## src/rtl/instr_mem_ctrl.sv

```systemverilog
// Loadable instruction memory: clears itself to NOP after reset, serves 1-cycle registered
// fetches and accepts streamed program loads. Define IMEM_PARITY_EN to store/check even parity.
module instr_mem_ctrl #(
    parameter int                 INSTR_W  = 9,
    parameter int                 ADDR_W   = 8,
    parameter int                 DEPTH    = 256,
    parameter logic [INSTR_W-1:0] NOP_WORD = '0
) (
    input  logic               clk,
    input  logic               rst_n,
    input  logic               fetch_req,
    input  logic [ADDR_W-1:0]  fetch_addr,
    output logic               fetch_ready,
    output logic [INSTR_W-1:0] instr,
    output logic               instr_valid,
    output logic               addr_err,
    input  logic               load_start,
    input  logic [ADDR_W-1:0]  load_base,
    input  logic               load_valid,
    input  logic [INSTR_W-1:0] load_data,
    input  logic               load_last,
    output logic               load_done,
    output logic               parity_err,
    input  logic               par_inject
);

    localparam logic [ADDR_W:0]   DEPTH_X  = (ADDR_W+1)'(DEPTH);
    localparam logic [ADDR_W-1:0] CLR_LAST = ADDR_W'(DEPTH - 1);

`ifdef IMEM_PARITY_EN
    localparam int MEM_W = INSTR_W + 1;
    localparam logic [MEM_W-1:0] NOP_ENC = {^NOP_WORD, NOP_WORD};
`else
    localparam int MEM_W = INSTR_W;
    localparam logic [MEM_W-1:0] NOP_ENC = NOP_WORD;
`endif

    typedef enum logic [1:0] {S_CLEAR, S_IDLE, S_LOAD} state_t;

    state_t              state_q, state_d;
    logic [ADDR_W-1:0]   clr_ptr_q, clr_ptr_d;
    logic [ADDR_W:0]     wr_ptr_q, wr_ptr_d;
    logic [INSTR_W-1:0]  instr_q, instr_d;
    logic                instr_valid_q, instr_valid_d;
    logic                addr_err_q, addr_err_d;
    logic                load_done_q, load_done_d;
    logic                parity_err_q, parity_err_d;

    logic [MEM_W-1:0]    mem [DEPTH];
    logic                mem_we;
    logic [ADDR_W-1:0]   mem_waddr;
    logic [MEM_W-1:0]    mem_wdata;
    logic [MEM_W-1:0]    rd_word;
    logic [MEM_W-1:0]    load_enc;
    logic                rd_par_bad;
    logic                fetch_in_range;
    logic                wr_in_range;

    // wr_ptr carries one extra bit so a burst running off the top never wraps to 0
    assign fetch_in_range = {1'b0, fetch_addr} < DEPTH_X;
    assign wr_in_range    = wr_ptr_q < DEPTH_X;
    assign rd_word        = mem[fetch_addr];

`ifdef IMEM_PARITY_EN
    assign load_enc   = {(^load_data) ^ par_inject, load_data};
    assign rd_par_bad = ^rd_word;
`else
    logic unused_par_inject;
    assign unused_par_inject = par_inject;
    assign load_enc   = load_data;
    assign rd_par_bad = 1'b0;
`endif

    always_ff @(posedge clk or negedge rst_n) begin
        if (!rst_n) begin
            state_q <= S_CLEAR;
        end else begin
            state_q <= state_d;
        end
    end

    always_comb begin
        state_d = state_q;
        case (state_q)
            S_CLEAR: if (clr_ptr_q == CLR_LAST) state_d = S_IDLE;
            S_IDLE:  if (load_start) state_d = S_LOAD;
            S_LOAD:  if (load_valid && load_last) state_d = S_IDLE;
            default: state_d = S_CLEAR;
        endcase
    end

    always_comb begin
        fetch_ready = (state_q == S_IDLE);
    end

    always_comb begin
        clr_ptr_d     = clr_ptr_q;
        wr_ptr_d      = wr_ptr_q;
        instr_d       = instr_q;
        instr_valid_d = 1'b0;
        addr_err_d    = 1'b0;
        load_done_d   = 1'b0;
        parity_err_d  = 1'b0;
        mem_we        = 1'b0;
        mem_waddr     = clr_ptr_q;
        mem_wdata     = NOP_ENC;
        case (state_q)
            S_CLEAR: begin
                mem_we    = 1'b1;
                clr_ptr_d = clr_ptr_q + ADDR_W'(1);
            end
            S_IDLE: begin
                if (fetch_req) begin
                    instr_valid_d = 1'b1;
                    if (fetch_in_range) begin
                        instr_d      = rd_word[INSTR_W-1:0];
                        parity_err_d = rd_par_bad;
                    end else begin
                        instr_d    = NOP_WORD;
                        addr_err_d = 1'b1;
                    end
                end
                if (load_start) wr_ptr_d = {1'b0, load_base};
            end
            S_LOAD: begin
                if (load_valid) begin
                    if (wr_in_range) begin
                        mem_we    = 1'b1;
                        mem_waddr = wr_ptr_q[ADDR_W-1:0];
                        mem_wdata = load_enc;
                        wr_ptr_d  = wr_ptr_q + (ADDR_W+1)'(1);
                    end else begin
                        addr_err_d = 1'b1;
                    end
                    load_done_d = load_last;
                end
            end
            default: ;
        endcase
    end

    always_ff @(posedge clk or negedge rst_n) begin
        if (!rst_n) begin
            clr_ptr_q     <= '0;
            wr_ptr_q      <= '0;
            instr_q       <= NOP_WORD;
            instr_valid_q <= 1'b0;
            addr_err_q    <= 1'b0;
            load_done_q   <= 1'b0;
            parity_err_q  <= 1'b0;
        end else begin
            clr_ptr_q     <= clr_ptr_d;
            wr_ptr_q      <= wr_ptr_d;
            instr_q       <= instr_d;
            instr_valid_q <= instr_valid_d;
            addr_err_q    <= addr_err_d;
            load_done_q   <= load_done_d;
            parity_err_q  <= parity_err_d;
        end
    end

    // Storage has no reset; the CLEAR sweep gives it defined contents instead
    always_ff @(posedge clk) begin
        if (mem_we) mem[mem_waddr] <= mem_wdata;
    end

    assign instr       = instr_q;
    assign instr_valid = instr_valid_q;
    assign addr_err    = addr_err_q;
    assign load_done   = load_done_q;
    assign parity_err  = parity_err_q;

endmodule

```

## config.mk

```make
export PLATFORM = sky130hd
export DESIGN_NAME = instr_mem_ctrl
export DESIGN_NICKNAME = d
export VERILOG_FILES = /design/src/rtl/instr_mem_ctrl.sv
export SDC_FILE = /design/constraint.sdc
export NUM_CORES = 2
export LEC_CHECK = 0
export ABC_AREA = 1
export BUFFER_PORTS_ARGS = -buffer_cell sky130_fd_sc_hd__buf_2
export CAP_MARGIN = 20
export CORE_MARGIN = 2
export CORE_UTILIZATION = 57
export CTS_BUF_LIST = sky130_fd_sc_hd__clkbuf_4 sky130_fd_sc_hd__clkbuf_8 sky130_fd_sc_hd__clkbuf_16
export DETAILED_ROUTE_END_ITERATION = 10
export PLACE_DENSITY = 0.78
export SETUP_SLACK_MARGIN = 0.15
export SYNTH_ARGS = -nofsm -noshare
export SYNTH_HDL_FRONTEND = slang
export SYNTH_SLANG_ARGS = --single-unit
```

## constraint.sdc

```tcl
create_clock -name clk -period 8.83 [get_ports clk]
set_input_delay 0.883 -clock clk [delete_from_list [all_inputs] [get_ports clk]]
set_output_delay 0.883 -clock clk [all_outputs]
set_load 0.02 [all_outputs]
```

Word-level counts from Yosys, hierarchy flattened
Memories as Yosys holds them, arrays and structs flattened. A register that Yosys moved wholly into a read port is not among the register bits.
Cells that the tools add are included.
- bits of input ports: 32
- output and inout bits: 14
- memory bits (writable): 2304
- memories kept: 1
- flip-flop bits (word level): 22
- word-level logic and storage cells: 51
- memories (name ; words ; width ; rd ports ; clocked after Yosys merged registers in ; wr ports ; line ; RTL):
    mem ; 256 ; 9 ; 1 ; 1 ; 1 ; 49 ; logic [MEM_W-1:0] mem [DEPTH];
- multiplexer cells: 26
- magnitude comparators: 1
- add/subtract/negate cells: 2
- eq/ne operators: 8
- reductions and logical operators: 7
- operator list (operator ; count):
    two-way mux 9 bit ; 6
    two-way mux 8 bit ; 3
    one-hot mux 9 bit (2 select lines) ; 1
    two-way mux 1 bit ; 11
    adder 9 x 1 -> 9 bit, second input constant ; 1
    less-than comparator 9 bit, second input constant ; 1
    adder 8 x 1 -> 8 bit, second input constant ; 1
    equality test 8 bit, second input constant ; 1
    != test 2 bit, second input constant ; 4
    two-way mux 2 bit ; 3
    one-hot mux 2 bit (3 select lines) ; 1
    AND reduction 4 bit ; 1
    AND reduction 3 bit ; 1
    equality test 2 x 1 -> 1 bit, second input constant ; 1
    equality test 2 bit, second input constant ; 1
    logical NOT 2 bit ; 1
    != test 2 x 1 -> 1 bit, second input constant ; 1
    one-hot mux 1 bit (2 select lines) ; 1
    AND reduction 2 bit ; 1
    nonzero test 2 bit ; 1
    logical AND 1 bit ; 1
    logical NOT 1 bit ; 1

Logic depth before layout (Yosys ltp)
- depth after elaboration: 6
- mapped depth: 15
- depth with buffers taken out: 13

Worst setup path before layout
No wires, ideal clock.
- path kind: input -> register
- start point: input load_valid
- end point: memory mem[0][0] (netlist name) (data pin)
- cell stages on the path: 6
- data required time: 7.437 ns
- arrival time: 7.517 ns
- setup slack: -0.080 ns
- setup time: 1.393 ns
- buffers on the path: 2
- cells stage by stage: inv_1 nor3_4 inv_2 buf_4 clkbuf_1 nor2_1
- cells in the longest elaborated chain, start to end: 2
- ends and longest elaborated chain (what ; line ; RTL):
    start, declared ; 19 ; input logic load_valid,
    two-way mux 9 bit ; 126 ; if (load_valid) begin
    two-way mux 9 bit ; 107 ; case (state_q)
    via mem_wdata[0] ; 52 ; logic [MEM_W-1:0] mem_wdata;
    end, declared ; 49 ;
The timed path passes the listed nets, and every way through them passes these cells.

Final worst setup path
- start point: register state_q[0]
- end point: memory mem[61][0] (netlist name) (enable)
- cells in the longest elaborated chain, start to end: 4
- elaborated cells between the ends (all ways): 6
- classes of those cells: eq/ne (1); mux (4); reduce/logical (1)
- ends and longest elaborated chain (what ; line ; RTL):
    start, declared ; 40 ; state_t state_q, state_d;
    start signal, assigned ; 78 ; state_q <= state_d;
    equality test 2 bit / logical NOT 2 bit (equally long branches) ; 107 ;
    one-hot mux 1 bit (2 select lines) ; 107 ;
    two-way mux 1 bit ; 164 ; if (mem_we) mem[mem_waddr] <= mem_wdata;
    two-way mux 1 bit (implied by the code) ; 164 ;
Parallel ways exist; a longest one is shown, timed or not.

==> qor.yml <==
floorplanning:
  initial_core_util_pct: 57.3
  die_height_um: 411
  io_pins: 46
  coreArea_mm2: 0.165
  row_count: 149
  die_x_um: 411
  dieArea_mm2: 0.169
yosys:
  yosys.area.top_type: "edfxtp_1"
  ys_ff_latch: 2335
  netlist_instances: 7978
  synth.top_cell.area_share_pct: 73.3
  ys_seq_area_share_pct: 74.1
  ys.flop_type: "edfxtp_1"
  async_flop_share_pct: 1.33
  synth_cell_type_count: 38
  synth_edf_count: 2304
  yosys_warnings: 0
  syn_avg_cell_area_um2: 11.8
  syn_nets: 8012
  synthTopCellsByArea: "edfxtp_1 (73%), nand3_1 (12%), nand2_1 (9.4%), clkbuf_1 (1.5%), nor2_1 (1.2%)"
  syn_area_mm2: 0.0944
worst_setup_path:
  crit_path_start_kind: "register"
  cpMostUsedCell: "nor2_1"
  worstSetupPathType: "reg2reg"
  critical_path_buf_inv_count: 5
  cp_top_family: "simple AND/OR/NAND/NOR gates"
  endpoint_kind: "register"
  max_stage_delay_ns: 0.75
  cp_slowest_cell: "nand2_1"
  cp_max_fo: 29
  cp.arrival_ns: 5.01
  path_cells: "nor2_2 > inv_2 > nor3_4 > inv_2 > o21ai_2 > inv_1 > nor2_1 > inv_1 > nor2_1 > nand2_1 > buf_4 > nor2_1"
  required_ns: 9.29
route:
  via_count: 62683
  drt_iter0_drc: 9214
  first_pass_iters: 6
  wl_per_cell_um: 23.6
  wirelength_um: 240000
  viasPerCell: 6.17
  ant_nets: 0
  route.detailed.drc: 0
power:
  power_density_mw_per_mm2: 240
  ir_drop_mv: 0.225
  p_leak_uw: 0.0365
  finalPower_uw: 24900
timing:
  final_hold_viol_count: 0
  fin_worst_skew_ns: 0.0291
  fin_crit_ns: 4.55
  fmax_mhz: 220
  slew_violations: 108
  rsz0062_at_grt: "false"
  setup_viol: 0
  timing.hold.ws_ns: 0.134
  worst_pin_slew_ns: 1.66
  slew_headroom_pct: -10.5
  finalCritPeriodShare_pct: 51.5
clocking:
  cts_tree: "yes"
  max-clock-path-buffers: 3
  clk_pin_slew_ns: 0.06
  cts_resized: 0
  cts_setup_buffers: 0
  clkSinkCount: 2335
  clock_latency_ns: 0.86
  ctsHoldBuffers: 0
  cts-htree-levels: 4
  clockRootBuffer: "clkbuf_16"
  numCtsBuffers: 214
placement:
  globalplace.congestion: 0.896
  hpwl_um: 127000
  portBuffers: 43
global_routing:
  grt_pass1_vias: 59894
  grt_overflow: 0
  grt_pass1_wl_um: 359000
  track_usage_pct: 28.1
  antenna_found_initial: 7
  grt_max_degree: 227
min_path:
  min_path_type: "in2async"
job:
  maxCapViolations: 0
status:
  failed_checks: "slew limit"
  status: "complete, but fails checks"
final_layout:
  layout_commonest_cell: "nand2_1"
  final_nets: 7819
  layout_common_cells: "nand2_1 (2366), edfxtp_1 (2304), nand3_1 (2301)"
  drive_above_1_share_pct: 6.66
  area_delta_synth_final_pct: 9.76
power by group:
group          internal [uW]  switching, uW
Combinational            476           2060
Sequential             12700            107
Clock                   5610           3990
Total                  18700           6160
logic make-up (layout without fill, tap and decap cells):
family / Yosys count / after routing / synth area share (%)
other: 1 / 7 / 0.00397
flip-flops: 2335 / 2335 / 74.1
XOR/XNOR: 11 / 11 / 0.102
AO/OA/AOI/OAI: 27 / 27 / 0.207
AND/OR/NAND/NOR: 4992 / 4992 / 23.0
adder cells (fa/ha/maj): 2 / 2 / 0.0265
buffers and inverters: 610 / 591 / 2.53
flip-flops by register name, summed over array words and instances, names as in the netlist:
name and flops:
load_done 1, state_q 2, addr_err 1, instr 9, clr_ptr_q 8, wr_ptr_q 9, instr_valid 1, mem 2304
worst paths after layout:
path	start	slack, ns	endpoint	cells past startpoint
setup / recovery	state_q[0]$_DFFE_PN0P_	4.28	mem[61][0]$_DFFE_PP_	12
hold / removal	rst_n	0.13	wr_ptr_q[7]$_DFFE_PN0P_	1
setup reg to reg	state_q[0]$_DFFE_PN0P_	4.28	mem[61][0]$_DFFE_PP_	12
hold reg to reg	clr_ptr_q[7]$_DFFE_PN0P_	0.58	clr_ptr_q[7]$_DFFE_PN0P_	2
max in group asynchronous	rst_n	8.15	instr[1]$_DFFE_PN0P_	1
min in group clk	load_valid	0.26	addr_err$_DFF_PN0_	3
area by class of cell:
class | count | area, um^2
Sequential cell | 2335 | 70000
Fill cell | 11552 | 61100
Multi-Input combinational cell | 5033 | 22100
Clock buffer | 272 | 5920
Tap cell | 2189 | 2740
Clock inverter | 118 | 1400
Timing Repair Buffer | 129 | 1150
Inverter | 72 | 295
Antenna cell | 6 | 15.0
layer usage:
layer | share of wire, % | wire (um) | vias up | track usage [%]
met5 | 0.015 | 35 | - | 0
met4 | 5.2 | 12400 | 6 | 14.8
met3 | 12 | 29000 | 643 | 6.52
met2 | 47 | 112000 | 4104 | 43.3
met1 | 36 | 86100 | 29998 | 37.5
li1 | - | - | 27932 | -
worst register-to-register path, cell delays in order (launching register included):
cell     delay (ns)
dfrtp_1        0.43
nor2_2         0.17
inv_2          0.07
nor3_4         0.27
inv_2          0.38
o21ai_2        0.36
inv_1          0.10
nor2_1         0.12
inv_1          0.10
nor2_1         0.14
nand2_1        0.75
buf_4          0.54
nor2_1         0.72
stage by stage:
step                      utilization (%)  area, um^2  setup slack, ns  instances  TNS [ns]
after floorplan                         -       94400          -0.0797       7978   -183.66
after global placement               58.4       96100             4.04       9750         0
after detailed placement             58.4       96100             3.98       9751         0
after CTS                            62.8      103000             4.41      10141         0
after global routing                 62.9      104000             4.21      10148         0
final                                62.9      104000             4.28      10154         0
synth_stat cells, drive strengths merged, types with 2 or more instances:
| library cell | n |
|---|---|
| a211oi | 2 |
| a21oi | 3 |
| a22oi | 2 |
| buf | 161 |
| clkbuf | 377 |
| clkinv | 4 |
| dfrtp | 31 |
| edfxtp | 2304 |
| ha | 2 |
| inv | 68 |
| nand2 | 2368 |
| nand3 | 2302 |
| nand4 | 2 |
| nor2 | 312 |
| nor3 | 6 |
| o21ai | 14 |
| o221ai | 2 |
| xor2 | 10 |
Power figures use the tool's default switching activity.
